## config.mk

```make
export PLATFORM = sky130hd
export DESIGN_NAME = dm_port_arbiter_flat
export DESIGN_NICKNAME = d
export VERILOG_FILES = /design/src/rtl/dm_port_arbiter_if.sv /design/src/rtl/dm_port_arbiter.sv /design/src/flat_wrapper.sv
export SDC_FILE = /design/constraint.sdc
export NUM_CORES = 1
export LEC_CHECK = 0
export ABC_CLOCK_PERIOD_IN_PS = 2090
export BUFFER_PORTS_ARGS = -buffer_cell sky130_fd_sc_hd__buf_2
export CAP_MARGIN = 0
export CORE_MARGIN = 2
export CORE_UTILIZATION = 44
export CTS_CLUSTER_SIZE = 28
export DETAILED_ROUTE_END_ITERATION = 10
export GPL_TIMING_DRIVEN = 1
export PLACE_DENSITY_LB_ADDON = 0.08
export SYNTH_ARGS = -nofsm -noshare
export SYNTH_HDL_FRONTEND = slang
export SYNTH_SLANG_ARGS = --single-unit
```

## constraint.sdc

```tcl
create_clock -name clk -period 2.09 [get_ports clk]
set_input_delay 0.209 -clock clk [delete_from_list [all_inputs] [get_ports clk]]
set_output_delay 0.209 -clock clk [all_outputs]
set_load 0.005 [all_outputs]
```

## src/rtl/dm_port_arbiter_if.sv

```systemverilog
// dm_port_arbiter_if
//   Bundles the three sides of the data-memory arbiter into one interface:
//   the MEM-stage cpu port, the external (loader/DMA/debug) port and the
//   single-port data memory.
//   Modports:
//     slave  - seen by the arbiter: requester fields and mem_rdata in,
//              stall/done/grant/rdata and mem_* strobes out.
//     master - seen by whatever drives the requests and models the memory.
interface dm_port_arbiter_if #(
  parameter int ADDR_W = 32,
  parameter int DATA_W = 32
);
  // cpu port
  logic              cpu_req;
  logic              cpu_we;
  logic [ADDR_W-1:0] cpu_addr;
  logic [DATA_W-1:0] cpu_wdata;
  logic [31:0]       cpu_pc;
  logic              cpu_stall;
  logic              cpu_done;
  logic [DATA_W-1:0] cpu_rdata;
  // ext port
  logic              ext_req;
  logic              ext_we;
  logic [ADDR_W-1:0] ext_addr;
  logic [DATA_W-1:0] ext_wdata;
  logic              ext_gnt;
  logic              ext_done;
  logic [DATA_W-1:0] ext_rdata;
  // data memory side
  logic              mem_en;
  logic              mem_we;
  logic [ADDR_W-1:0] mem_addr;
  logic [DATA_W-1:0] mem_wdata;
  logic [31:0]       mem_pc;
  logic [DATA_W-1:0] mem_rdata;

  modport slave (
    input  cpu_req, cpu_we, cpu_addr, cpu_wdata, cpu_pc,
    input  ext_req, ext_we, ext_addr, ext_wdata,
    input  mem_rdata,
    output cpu_stall, cpu_done, cpu_rdata,
    output ext_gnt, ext_done, ext_rdata,
    output mem_en, mem_we, mem_addr, mem_wdata, mem_pc
  );

  modport master (
    output cpu_req, cpu_we, cpu_addr, cpu_wdata, cpu_pc,
    output ext_req, ext_we, ext_addr, ext_wdata,
    output mem_rdata,
    input  cpu_stall, cpu_done, cpu_rdata,
    input  ext_gnt, ext_done, ext_rdata,
    input  mem_en, mem_we, mem_addr, mem_wdata, mem_pc
  );
endinterface

```

## src/rtl/dm_port_arbiter.sv

```systemverilog
// dm_port_arbiter
//   Shares the single-port data memory between the MEM stage (cpu port) and
//   an external requester (ext port). The cpu has fixed priority; ext is
//   forced through after STARVE_MAX consecutive cpu grants while it waits.
//   Each access is granted in IDLE (mem_en strobed that cycle), then waits
//   MEM_LAT cycles in a BUSY state before the owner's done pulses.
//   Ports:
//     clk    - rising-edge clock
//     reset  - asynchronous reset, active low
//     bus    - dm_port_arbiter_if.slave: cpu port, ext port, memory side
module dm_port_arbiter #(
  parameter int ADDR_W     = 32,
  parameter int DATA_W     = 32,
  parameter int MEM_LAT    = 1,
  parameter int STARVE_MAX = 4
) (
  input  logic                clk,
  input  logic                reset,
  dm_port_arbiter_if.slave    bus
);
  localparam logic [1:0] IDLE     = 2'b00;
  localparam logic [1:0] CPU_BUSY = 2'b01;
  localparam logic [1:0] EXT_BUSY = 2'b10;
  localparam logic [2:0] LAT_MAX    = 3'(MEM_LAT);
  localparam logic [3:0] STARVE_LIM = 4'(STARVE_MAX);
  localparam logic [ADDR_W-1:0] WORD_MASK = {{(ADDR_W-2){1'b1}}, 2'b00};

  logic [1:0]        state_q, state_d;
  logic [2:0]        lat_q, lat_d;
  logic [3:0]        starve_q, starve_d;
  logic              we_q, we_d;
  logic [ADDR_W-1:0] addr_q, addr_d;
  logic [DATA_W-1:0] wdata_q, wdata_d;
  logic [31:0]       pc_q, pc_d;
  logic [DATA_W-1:0] cpu_rdata_q, cpu_rdata_d;
  logic [DATA_W-1:0] ext_rdata_q, ext_rdata_d;

  logic              grant_cpu_s, grant_ext_s, mem_en_s;
  logic              last_s, cpu_done_s, ext_done_s;
  logic              win_we_s;
  logic [ADDR_W-1:0] win_addr_s;
  logic [DATA_W-1:0] win_wdata_s;
  logic [31:0]       win_pc_s;

  // Grant decision (IDLE only); gated by reset so nothing strobes while held.
  always_comb begin
    grant_cpu_s = 1'b0;
    grant_ext_s = 1'b0;
    if (reset && (state_q == IDLE)) begin
      if (bus.ext_req && (!bus.cpu_req || (starve_q == STARVE_LIM))) begin
        grant_ext_s = 1'b1;
      end else if (bus.cpu_req) begin
        grant_cpu_s = 1'b1;
      end else begin
        grant_cpu_s = 1'b0;
      end
    end else begin
      grant_ext_s = 1'b0;
    end
  end

  assign mem_en_s   = grant_cpu_s | grant_ext_s;
  assign last_s     = (lat_q == LAT_MAX);
  assign cpu_done_s = reset && (state_q == CPU_BUSY) && last_s;
  assign ext_done_s = reset && (state_q == EXT_BUSY) && last_s;

  // Access fields of the winning requester; addr[1:0] dropped for word access.
  always_comb begin
    win_we_s    = grant_ext_s ? bus.ext_we    : bus.cpu_we;
    win_addr_s  = (grant_ext_s ? bus.ext_addr : bus.cpu_addr) & WORD_MASK;
    win_wdata_s = grant_ext_s ? bus.ext_wdata : bus.cpu_wdata;
    win_pc_s    = grant_ext_s ? 32'h0         : bus.cpu_pc;
  end

  // Next-state: FSM, latency counter, starvation counter, captured fields, rdata.
  always_comb begin
    state_d     = state_q;
    lat_d       = lat_q;
    starve_d    = starve_q;
    we_d        = we_q;
    addr_d      = addr_q;
    wdata_d     = wdata_q;
    pc_d        = pc_q;
    cpu_rdata_d = cpu_rdata_q;
    ext_rdata_d = ext_rdata_q;
    case (state_q)
      IDLE: begin
        if (grant_ext_s) begin
          state_d  = EXT_BUSY;
          starve_d = 4'd0;
        end else if (grant_cpu_s) begin
          state_d  = CPU_BUSY;
          // Only cpu wins taken while ext is waiting count toward starvation.
          if (!bus.ext_req) begin
            starve_d = 4'd0;
          end else if (starve_q == STARVE_LIM) begin
            starve_d = STARVE_LIM;
          end else begin
            starve_d = starve_q + 4'd1;
          end
        end else begin
          state_d  = IDLE;
          starve_d = bus.ext_req ? starve_q : 4'd0;
        end
        if (mem_en_s) begin
          lat_d   = 3'd1;
          we_d    = win_we_s;
          addr_d  = win_addr_s;
          wdata_d = win_wdata_s;
          pc_d    = win_pc_s;
        end else begin
          lat_d   = 3'd0;
        end
      end
      CPU_BUSY, EXT_BUSY: begin
        if (last_s) begin
          state_d = IDLE;
          lat_d   = 3'd0;
          // Writes leave the owner's rdata untouched.
          if (!we_q && (state_q == CPU_BUSY)) begin
            cpu_rdata_d = bus.mem_rdata;
          end else if (!we_q) begin
            ext_rdata_d = bus.mem_rdata;
          end else begin
            cpu_rdata_d = cpu_rdata_q;
          end
        end else begin
          lat_d = lat_q + 3'd1;
        end
      end
      default: begin
        state_d = IDLE;
        lat_d   = 3'd0;
      end
    endcase
  end

  // State registers; reset aborts any access in flight.
  always_ff @(posedge clk or negedge reset) begin
    if (!reset) begin
      state_q     <= IDLE;
      lat_q       <= 3'd0;
      starve_q    <= 4'd0;
      we_q        <= 1'b0;
      addr_q      <= '0;
      wdata_q     <= '0;
      pc_q        <= 32'h0;
      cpu_rdata_q <= '0;
      ext_rdata_q <= '0;
    end else begin
      state_q     <= state_d;
      lat_q       <= lat_d;
      starve_q    <= starve_d;
      we_q        <= we_d;
      addr_q      <= addr_d;
      wdata_q     <= wdata_d;
      pc_q        <= pc_d;
      cpu_rdata_q <= cpu_rdata_d;
      ext_rdata_q <= ext_rdata_d;
    end
  end

  // Completion cycle forwards mem_rdata so rdata is valid alongside done.
  assign bus.cpu_rdata = (cpu_done_s && !we_q) ? bus.mem_rdata : cpu_rdata_q;
  assign bus.ext_rdata = (ext_done_s && !we_q) ? bus.mem_rdata : ext_rdata_q;
  assign bus.cpu_done  = cpu_done_s;
  assign bus.ext_done  = ext_done_s;
  assign bus.cpu_stall = bus.cpu_req && !cpu_done_s;
  assign bus.ext_gnt   = grant_ext_s;

  // Memory strobes in the grant cycle, captured fields held afterwards.
  assign bus.mem_en    = mem_en_s;
  assign bus.mem_we    = mem_en_s & win_we_s;
  assign bus.mem_addr  = mem_en_s ? win_addr_s  : addr_q;
  assign bus.mem_wdata = mem_en_s ? win_wdata_s : wdata_q;
  assign bus.mem_pc    = mem_en_s ? win_pc_s    : pc_q;
endmodule

```

## src/flat_wrapper.sv

```systemverilog
// flat-port wrapper written by rule: the top's interface ports become plain ports
module dm_port_arbiter_flat 
#(
  parameter int ADDR_W     = 32,
  parameter int DATA_W     = 32,
  parameter int MEM_LAT    = 1,
  parameter int STARVE_MAX = 4
)
  (clk, reset, bus_cpu_req, bus_cpu_we, bus_cpu_addr, bus_cpu_wdata, bus_cpu_pc, bus_ext_req, bus_ext_we, bus_ext_addr, bus_ext_wdata, bus_mem_rdata, bus_cpu_stall, bus_cpu_done, bus_cpu_rdata, bus_ext_gnt, bus_ext_done, bus_ext_rdata, bus_mem_en, bus_mem_we, bus_mem_addr, bus_mem_wdata, bus_mem_pc);
  dm_port_arbiter_if #(.ADDR_W(ADDR_W), .DATA_W(DATA_W)) bus_i ();
  input  logic clk;
  input  logic reset;
  input wire logic [$bits(bus_i.cpu_req)-1:0] bus_cpu_req;
  input wire logic [$bits(bus_i.cpu_we)-1:0] bus_cpu_we;
  input wire logic [$bits(bus_i.cpu_addr)-1:0] bus_cpu_addr;
  input wire logic [$bits(bus_i.cpu_wdata)-1:0] bus_cpu_wdata;
  input wire logic [$bits(bus_i.cpu_pc)-1:0] bus_cpu_pc;
  input wire logic [$bits(bus_i.ext_req)-1:0] bus_ext_req;
  input wire logic [$bits(bus_i.ext_we)-1:0] bus_ext_we;
  input wire logic [$bits(bus_i.ext_addr)-1:0] bus_ext_addr;
  input wire logic [$bits(bus_i.ext_wdata)-1:0] bus_ext_wdata;
  input wire logic [$bits(bus_i.mem_rdata)-1:0] bus_mem_rdata;
  output wire logic [$bits(bus_i.cpu_stall)-1:0] bus_cpu_stall;
  output wire logic [$bits(bus_i.cpu_done)-1:0] bus_cpu_done;
  output wire logic [$bits(bus_i.cpu_rdata)-1:0] bus_cpu_rdata;
  output wire logic [$bits(bus_i.ext_gnt)-1:0] bus_ext_gnt;
  output wire logic [$bits(bus_i.ext_done)-1:0] bus_ext_done;
  output wire logic [$bits(bus_i.ext_rdata)-1:0] bus_ext_rdata;
  output wire logic [$bits(bus_i.mem_en)-1:0] bus_mem_en;
  output wire logic [$bits(bus_i.mem_we)-1:0] bus_mem_we;
  output wire logic [$bits(bus_i.mem_addr)-1:0] bus_mem_addr;
  output wire logic [$bits(bus_i.mem_wdata)-1:0] bus_mem_wdata;
  output wire logic [$bits(bus_i.mem_pc)-1:0] bus_mem_pc;
  assign bus_i.cpu_req = bus_cpu_req;
  assign bus_i.cpu_we = bus_cpu_we;
  assign bus_i.cpu_addr = bus_cpu_addr;
  assign bus_i.cpu_wdata = bus_cpu_wdata;
  assign bus_i.cpu_pc = bus_cpu_pc;
  assign bus_i.ext_req = bus_ext_req;
  assign bus_i.ext_we = bus_ext_we;
  assign bus_i.ext_addr = bus_ext_addr;
  assign bus_i.ext_wdata = bus_ext_wdata;
  assign bus_i.mem_rdata = bus_mem_rdata;
  assign bus_cpu_stall = bus_i.cpu_stall;
  assign bus_cpu_done = bus_i.cpu_done;
  assign bus_cpu_rdata = bus_i.cpu_rdata;
  assign bus_ext_gnt = bus_i.ext_gnt;
  assign bus_ext_done = bus_i.ext_done;
  assign bus_ext_rdata = bus_i.ext_rdata;
  assign bus_mem_en = bus_i.mem_en;
  assign bus_mem_we = bus_i.mem_we;
  assign bus_mem_addr = bus_i.mem_addr;
  assign bus_mem_wdata = bus_i.mem_wdata;
  assign bus_mem_pc = bus_i.mem_pc;
  dm_port_arbiter #(.ADDR_W(ADDR_W), .DATA_W(DATA_W), .MEM_LAT(MEM_LAT), .STARVE_MAX(STARVE_MAX)) u_core (.clk(clk), .reset(reset), .bus(bus_i));
endmodule
```

==> flow_summary.ini <==
[setup_path]
required_ns = 1.88
start_kind = register
crit_type = register to output pin
r2r_start = u_core.lat_q[2]
r2r_cells = 7
cp_data_arrival_time_ns = 2.24
cp_max_fo = 8
r2r-end = u_core.ext_rdata_q[18]
end_kind = output pin
r2r_slack_ns = -0.29

[final_layout]
area_delta_synth_final_pct = 73.6
drive_above_1_share_pct = 63.4
num-nets-final = 1484
design_area_mm2 = 0.0155
fill_cells = 1246
multi_input_area_mm2 = 0.00555
seq_area_mm2 = 0.00425
layout_commonest_cell = buf_2
utilization_pct = 77.2
mostFrequentLayoutCells = 296 x buf_2, 170 x dfrtp_1, 146 x nor2_1, 90 x buf_6, 88 x mux2_4

[sta]
maxSlewHeadroom_pct = 52.9
holdWs_ns = 0.0174
fin_crit_ns = 2.45
fin_skew_ns = 0.0115
setup_ws_ns = -0.357
final_hold_viol_count = 0
period_share_pct = 117
fmax_mhz = 409
tns_ns = -54.94
rsz0062_at_grt = true
setup-violations-final = 229
worst_pin_slew_ns = 0.707
slew_viol_final = 0

[logic_synthesis]
syn_nets = 1022
yosysWarnings = 0
netlist_area_mm2 = 0.00894
synth_edf_count = 0
synth_cell_types = 36
yosysTopAreaCell = dfrtp_1
synth_seq_cells = 170
ys_seq_area_share_pct = 47.6
synth_top_area_share_pct = 47.6
synth_ff_type = dfrtp_1
async_flop_share_pct = 100
ys_top_cells_by_area = dfrtp_1 48%, mux2_2 12%, a221oi_1 12%
syn-instance-count = 818
avgSynthCellArea_um2 = 10.9

[route]
drt-total-wl_um = 34500
wire_per_inst_um = 22.0
drt_iter0_markers = 538
final_antenna_net_count = 0
drt_first_pass_iters = 5
route.detailed.drc = 0
vias_per_cell = 5.90
vias = 9246

[floorplan]
die-height_um = 147
start_util_pct = 44.5
core_mm2 = 0.0201
row_count = 52
io_pins = 364
dieArea_mm2 = 0.0215
die_w_um = 147

[min_path]
hold_class = primary input to register
holdPathStages = 2
hold_end = u_core.pc_q[3]
min_from = bus_cpu_pc[3]

[clock_tree]
htreeDepth = 4
clockBufferDepth = 2
root_buffer = clkbuf_16
clk_latency_ns = 0.43
clk_pin_slew_ns = 0.06
clock-sinks = 170
numCtsBuffers = 17
cts_tree = built

[grt]
grt_pass1_vias = 9163
grt_max_degree = 77
grt.total_usage_pct = 29.3
grt_overflow = 0
grt_pass1_wl_um = 49500
antenna_found_initial = 3

[pwr]
power.switching_w = 0.00525
p_int_w = 0.0110
power_frac_comb_pct = 50.7
vdd_drop_max_mv = 0.563
swShare_pct = 32.3
power_frac_seq_pct = 31.2
power.static_leakage_nw = 7.19
clkPwrFrac_pct = 18.1
pwr_density_cell_mw_per_mm2 = 1050

[placed_design]
dpl-instance-area_mm2 = 0.0113
port_buffers = 359
place_congestion = 0.815
dp_hpwl_um = 17300

[run_status]
outcome = finished with violations
violations = setup timing

[job]
cap_violations = 0
==> kinds of logic (layout without fill, tap and decap cells) <==
logic type	after synthesis	after routing	share of synthesized area, %
buf+inv	83	556	3.96
xor+xnor	1	1	0.0980
fa+ha+maj	6	6	0.840
simple gates	227	227	10.4
compound gates	201	203	19.5
flops	170	170	47.6
mux	130	130	17.6
other cells	0	4	0
==> worst max path at each step <==
stage                     depth (start not counted)                end               start
final                                             7    bus_mem_addr[4]  u_core.starve_q[1]
after global routing                              8    bus_mem_addr[3]  u_core.starve_q[1]
after CTS                                         6  bus_cpu_rdata[23]     u_core.lat_q[2]
after detailed placement                          7    bus_mem_addr[8]  u_core.starve_q[1]
after global placement                            7    bus_mem_addr[8]  u_core.starve_q[1]
after floorplan                                   8   bus_mem_addr[10]   u_core.state_q[0]
==> power by group through the flow <==
stage	Clock (W)	Sequential, W	Combinational (W)
floorplan	0	0.00488	0.00323
global placement	0	0.00499	0.00522
detailed placement	0	0.00503	0.00530
CTS	0.00298	0.00500	0.00703
global route	0.00312	0.00517	0.00873
finish	0.00293	0.00507	0.00825
==> cells in the mapped netlist (5+ instances only) <==
cell,count
mux2_2,99
buf_2,10
nand2_1,7
a22o_1,65
a221oi_1,125
ha_1,6
mux2_4,30
nor2_1,196
inv_1,5
clkbuf_1,55
dfrtp_1,170
buf_1,8
==> routing by layer <==
metal	vias to the layer above	global-route usage [%]	share of wire, %
li1	4064	-	-
met1	4629	37.7	40
met2	452	47.5	49
met3	101	7.53	6.9
met4	0	11.4	3.8
met5	-	0	0
==> critical path, stage by stage (launching register included) <==
cell and delay, ns:
dfrtp_1 0.38, inv_2 0.06, ha_4 0.17, and3b_2 0.25, o21a_4 0.31, buf_16 0.19, a221oi_2 0.27, buf_2 0.18
==> state kept, by name (all words and copies together) (netlist names) <==
name                count
u_core.ext_rdata_q     32
u_core.pc_q            32
u_core.cpu_rdata_q     32
u_core.wdata_q         32
u_core.addr_q          32
u_core.starve_q         4
u_core.lat_q            3
u_core.we_q             1
u_core.state_q          2
==> per-stage QoR <==
| stage | total power (W) | setup slack (ns) | cells |
|---|---|---|---|
| 6_report | 0.0163 | -0.357 | 1567 |
| 5_1_grt | 0.0170 | -0.428 | 1566 |
| 4_1_cts | 0.0150 | -0.330 | 1550 |
| 3_5_place_dp | 0.0103 | -0.00645 | 1411 |
| 3_3_place_gp | 0.0102 | 0.0220 | 1411 |
| 2_1_floorplan | 0.00811 | -0.0665 | 818 |
==> area by class of cell <==
cell class                      instances  share of cell area (%)
Antenna cell                            4                  0.0645
Clock buffer                           19                    2.79
Clock inverter                         13                   0.613
Inverter                                6                   0.177
Multi-Input combinational cell        567                    35.8
Sequential cell                       170                    27.4
Tap cell                              270                    2.18
Timing Repair Buffer                  518                    31.0
==> what timing repair did <==
action / CTS / global route
setup buffers: 55 / 9
gates cloned: 38 / 12
endpoints found under the setup margin: 161 / 333
resized for setup: 225 / 169
pin swaps: 42 / 48
hold buffers: 14 / 1
hold endpoints to repair: 107 / 1
Note: power is estimated with default switching activity, not from simulation.
